[config.mk]
export PLATFORM = sky130hd
export DESIGN_NAME = fetch_ctrl
export DESIGN_NICKNAME = d
export VERILOG_FILES = /design/src/rtl/fetch_ctrl_pkg.sv /design/src/rtl/fetch_ctrl_pc_sel.sv /design/src/rtl/fetch_ctrl.sv
export SDC_FILE = /design/constraint.sdc
export NUM_CORES = 1
export LEC_CHECK = 0
export ABC_AREA = 1
export ABC_CLOCK_PERIOD_IN_PS = 2300
export BUFFER_PORTS_ARGS = -buffer_cell sky130_fd_sc_hd__buf_2
export CORE_MARGIN = 3
export CORE_UTILIZATION = 32
export CTS_BUF_LIST = sky130_fd_sc_hd__clkbuf_16
export DETAILED_ROUTE_END_ITERATION = 8
export MAX_ROUTING_LAYER = met4
export SLEW_MARGIN = 20
export SYNTH_ARGS = -nofsm -noshare
export SYNTH_HDL_FRONTEND = slang
export SYNTH_SLANG_ARGS = --single-unit
export TNS_END_PERCENT = 50
[constraint.sdc]
create_clock -name clk -period 2.3 [get_ports clk]
set_clock_uncertainty 0.15 [all_clocks]
set_input_delay 0.23 -clock clk [delete_from_list [all_inputs] [get_ports clk]]
set_output_delay 0.23 -clock clk [all_outputs]
set_load 0.01 [all_outputs]
[src/rtl/fetch_ctrl_pkg.sv]
// Shared types for the fetch stage: scalar/address aliases, the fetch->decode
// payload and the fetch controller state encoding.
package fetch_ctrl_pkg;

  typedef logic [63:0] u64;
  typedef logic [31:0] u32;
  typedef logic        u1;
  typedef u64          addr_t;

  // Architectural PC of the first fetch after reset.
  localparam addr_t PC_RESET = 64'h8000_0000;

  // Word handed to the fetch pipeline register.
  typedef struct packed {
    u32    raw_instr;
    addr_t pc;
  } fetch_data_t;

  typedef enum logic [1:0] {
    REQ,
    HOLD,
    FLUSH
  } fetch_state_t;

  // Instructions are word aligned; low address bits of a target are dropped.
  function automatic addr_t align_pc(input addr_t a);
    return a & ~addr_t'(3);
  endfunction

endpackage

[src/rtl/fetch_ctrl_pc_sel.sv]
// Next-PC select: reset vector, redirect target, pending (flushed) target,
// sequential increment or hold. Purely combinational so the branch unit can
// reuse the same priority ordering.
module fetch_ctrl_pc_sel
  import fetch_ctrl_pkg::*;
#(
  parameter addr_t       RESET_PC    = PC_RESET,
  parameter int unsigned INSTR_BYTES = 4
) (
  input  logic        reset_i,
  input  logic        redirect_i,
  input  logic [63:0] redirect_pc_i,
  input  logic        use_pend_i,
  input  logic [63:0] pend_pc_i,
  input  logic        advance_i,
  input  logic [63:0] pc_i,
  output logic [63:0] pc_o
);

  // Priority: reset > redirect > pending target > sequential > hold.
  always_comb begin
    pc_o = pc_i;
    if (reset_i) begin
      pc_o = RESET_PC;
    end else if (redirect_i) begin
      pc_o = align_pc(redirect_pc_i);
    end else if (use_pend_i) begin
      pc_o = pend_pc_i;
    end else if (advance_i) begin
      pc_o = pc_i + addr_t'(INSTR_BYTES);
    end
  end

endmodule

[src/rtl/fetch_ctrl.sv]
// Fetch controller: owns the PC, runs the instruction bus handshake and
// presents one instruction at a time to the fetch->decode register.
// A redirect seen while a request is in flight cannot withdraw the request,
// so the controller parks the target in pend_pc_q (FLUSH) until the stale
// response arrives and is dropped.
module fetch_ctrl
  import fetch_ctrl_pkg::*;
#(
  parameter addr_t       RESET_PC    = PC_RESET,
  parameter int unsigned INSTR_BYTES = 4
) (
  input  logic        clk,
  input  logic        reset,
  input  logic        stall,
  input  logic        redirect,
  input  logic [63:0] redirect_pc,
  output logic        ibus_req,
  output logic [63:0] ibus_addr,
  input  logic        ibus_data_ok,
  input  logic [31:0] ibus_data,
  output fetch_data_t dataF,
  output logic        instr_valid,
  output logic        stallI
);

  fetch_state_t state_q;
  addr_t        pc_q;
  addr_t        pc_d;
  addr_t        pend_pc_q;
  fetch_data_t  data_q;
  logic         req_q;

  logic in_req;
  logic in_hold;
  logic in_flush;
  logic take_redirect;
  logic use_pend;
  logic advance;

  assign in_req   = (state_q == REQ);
  assign in_hold  = (state_q == HOLD);
  assign in_flush = (state_q == FLUSH);

  // A redirect moves the PC immediately only when no request is left in
  // flight: from HOLD, or in the cycle the outstanding response returns.
  assign take_redirect = redirect & (in_hold | ((in_req | in_flush) & ibus_data_ok));
  assign use_pend      = in_flush & ibus_data_ok;
  assign advance       = in_hold & ~stall;

  fetch_ctrl_pc_sel #(
    .RESET_PC   (RESET_PC),
    .INSTR_BYTES(INSTR_BYTES)
  ) u_pc_sel (
    .reset_i      (reset),
    .redirect_i   (take_redirect),
    .redirect_pc_i(redirect_pc),
    .use_pend_i   (use_pend),
    .pend_pc_i    (pend_pc_q),
    .advance_i    (advance),
    .pc_i         (pc_q),
    .pc_o         (pc_d)
  );

  // Fetch FSM with registered bus request, payload and pending target.
  always_ff @(posedge clk) begin
    pc_q <= pc_d;
    if (reset) begin
      state_q   <= REQ;
      pend_pc_q <= '0;
      data_q    <= '0;
      req_q     <= 1'b0;
    end else begin
      unique case (state_q)
        REQ: begin
          req_q <= 1'b1;
          if (ibus_data_ok) begin
            if (!redirect) begin
              data_q.raw_instr <= ibus_data;
              data_q.pc        <= pc_q;
              state_q          <= HOLD;
              req_q            <= 1'b0;
            end
          end else if (redirect) begin
            pend_pc_q <= align_pc(redirect_pc);
            state_q   <= FLUSH;
          end
        end
        HOLD: begin
          if (redirect || !stall) begin
            data_q.raw_instr <= '0;
            state_q          <= REQ;
            req_q            <= 1'b1;
          end
        end
        FLUSH: begin
          req_q <= 1'b1;
          if (ibus_data_ok) begin
            state_q <= REQ;
          end else if (redirect) begin
            pend_pc_q <= align_pc(redirect_pc);
          end
        end
        default: begin
          state_q <= REQ;
          req_q   <= 1'b0;
        end
      endcase
    end
  end

  assign ibus_req    = req_q;
  assign ibus_addr   = pc_q;
  assign dataF       = data_q;
  assign instr_valid = in_hold;
  assign stallI      = ~in_hold;

endmodule
==> flow_summary.toml <==
[synthesis]
synth.area.top_cells = "dfxtp_1 41%, nor2_1 11%, o21ai_0 10%, nand2_1 9.8%, a21oi_1 8.2%"
synthDistinctLibCells = 31
synth_top_area_cell = "dfxtp_1"
ys_warn_count = 0
syn_area_per_cell_sq_um = 6.45
synth_top_area_share_pct = 40.6
synth_edf_count = 0
synth_fp_nets = 1827
synth-async-reset-ratio_pct = 0
synth-seq-area-share_pct = 40.6
syn_inst = 1721
syn_area_sq_mm = 0.0111
ys_ff_latch = 225
synth_ff_type = "dfxtp_1"

[final_layout]
syn_to_final_growth_pct = 35.9
fin_nets = 2188
layout-drive-gt1-share_pct = 18.4
final_cell_mix = "315 x nor2_1, 289 x nand2_1, 261 x buf_2"
final_common_cell = "nor2_1"
final_util_pct = 44.5
instances_no_fill = 2550
stdcell_area_sq_mm = 0.0151

[place]
placed_cell_area_sq_mm = 0.0133
port_buffers = 261
place_congestion = 0.916
dp.cells = 2404
dp_hpwl_microns = 33300
post-place-ws_ns = 0.0860

[critical_path]
r2r-end = "ibus_addr[60]"
reg2reg_depth = 9
cp_max_fo = 6
reg2reg_from = "ibus_addr[29]"
crit_required_ns = 2.57
regToRegSetupSlack_ns = 0.15
cp-start-kind = "register"
cp-end-kind = "register"
crit_type = "register to register"
arrival_ns = 2.42

[floorplan]
die-area_sq_mm = 0.0369
ios = 264
rows = 67
die-height_microns = 192
start_util_pct = 32.8
coreArea_sq_mm = 0.0339
dieWidth_microns = 192

[global_routing]
gr-usage-all-layers_pct = 24.1
grt_max_degree = 97
grt_overflow = 0
grt_pass1_vias = 11600
antenna_found_initial = 1
grt_pass1_wl_microns = 67700

[hold_path]
hold_end = "state_q[0]"
min_path_cells = 5
min_path_type = "input port to register"
hold_start = "redirect"

[clock_tree]
clock-sinks = 225
clkSlewWorstSetupHoldPaths_ns = 0.06
clockRootBuffer = "clkbuf_16"
insertion_delay_ns = 0.53
cts_tree = "yes"
cts_buffer_depth = 3
cts.htree.levels = 1
cts_buffers = 26

[detailed_routing]
wl_per_cell_microns = 17.7
drtAntennaViolNets = 0
dr_total_vias = 12600
wl_microns = 45200
dr.pass1.iters = 6
vias_per_cell = 4.93
drcViolationCount = 0
drtIter0Drc = 985

[pwr]
powerDensity_mw_per_mm2 = 766
power.leakage_nw = 7.10
peakVddDrop_uv = 568

[timing]
finalMaxSlewViolations = 0
max-slew-margin-rel_pct = 66.0
finalHoldViolCount = 0
fin_crit_sh_pct = 93.4
tns_ns = 0
setup_viol_count_final = 0
worst_pin_slew_ns = 0.509
worst_slack_ns = 0.152
max_freq_mhz = 465
fin_crit_ns = 2.15

[run]
drv_cap = 0

[outcome]
run_status = "finished, final reports clean"
==> Yosys cell counts (all sizes together), types with 3 or more instances <==
library cell,n
a21oi,182
a22oi,3
a31oi,13
buf,21
clkbuf,76
clkinv,3
dfxtp,225
ha,5
inv,176
nand2,291
nand3,91
nand4,7
nor2,326
nor3,4
o21ai,278
xor2,12
==> cell type report <==
type	instances	area, sq um
antenna	1	2.50
clock buffer	27	676
clock inverter	20	133
fill	3550	18800
inverter	179	674
multi-input combinational	1220	5570
sequential	225	4500
tap	448	561
timing repair buffer	430	2960
==> cell families after synthesis <==
| family | share of synthesized area, % |
|---|---|
| simple gates | 25.9 |
| flops | 40.6 |
| buf+inv | 9.67 |
| fa+ha+maj | 0.564 |
| compound gates | 22.2 |
| xor+xnor | 1.10 |
==> metal layers <==
layer	GRT usage, %	wire length [microns]	part of all wire (%)	vias up
met2	37.0	19700	44	440
met4	5.21	1030	2.3	0
met1	33.5	20900	46	5781
met5	-	0	0	-
met3	4.11	3580	7.9	51
li1	-	-	-	6300
==> per-stage QoR <==
stage | hold WS [ns] | power (mW)
floorplan | 0.215 | 6.19
global placement | 0.291 | 7.47
detailed placement | 0.296 | 7.49
CTS | 0.0654 | 11.6
global route | 0.121 | 12.1
finish | 0.0863 | 11.5
==> registers in the layout, summed over array words and instances, names as in the netlist <==
signal and flops:
dataF 96, ibus_addr 64, pend_pc_q 62, state_q 2, ibus_req 1
==> worst max-delay path, cell delays in order (launching register included) <==
cell and delay (ns):
dfxtp_1 0.51, nand2_1 0.12, nor2_1 0.21, nand2_1 0.19, nor2_1 0.29, nand2_1 0.16, o21ai_0 0.19, nand3_1 0.10
nand2_1 0.07, a21oi_1 0.05
==> worst max-delay path by stage <==
stage                              from             to  depth (start not counted)  slack [ns]
after detailed placement   ibus_addr[2]  ibus_addr[30]                         10        0.09
after floorplan              state_q[0]  ibus_addr[10]                          8        0.39
after CTS                  ibus_addr[2]  ibus_addr[30]                         10        0.07
after global placement     ibus_addr[2]  ibus_addr[30]                         10        0.12
after global routing       ibus_addr[3]  ibus_addr[47]                         11       -0.02
final                     ibus_addr[29]  ibus_addr[60]                          9        0.15
==> power breakdown <==
part           internal, mW  leakage, nW  switching [mW]
Sequential             4.32         1.85           0.429
Combinational          1.08         4.82            1.75
Clock                  2.32        0.432            1.65
==> what timing repair did <==
action / 4_1_cts / 5_1_grt
endpoints found under the setup margin: 0 / 16
gates resized for setup: 0 / 9
hold endpoints to repair: 176 / 0
hold buffers: 97 / 0
buffers inserted: 0 / 1
Note: power is estimated with default switching activity, not from simulation.
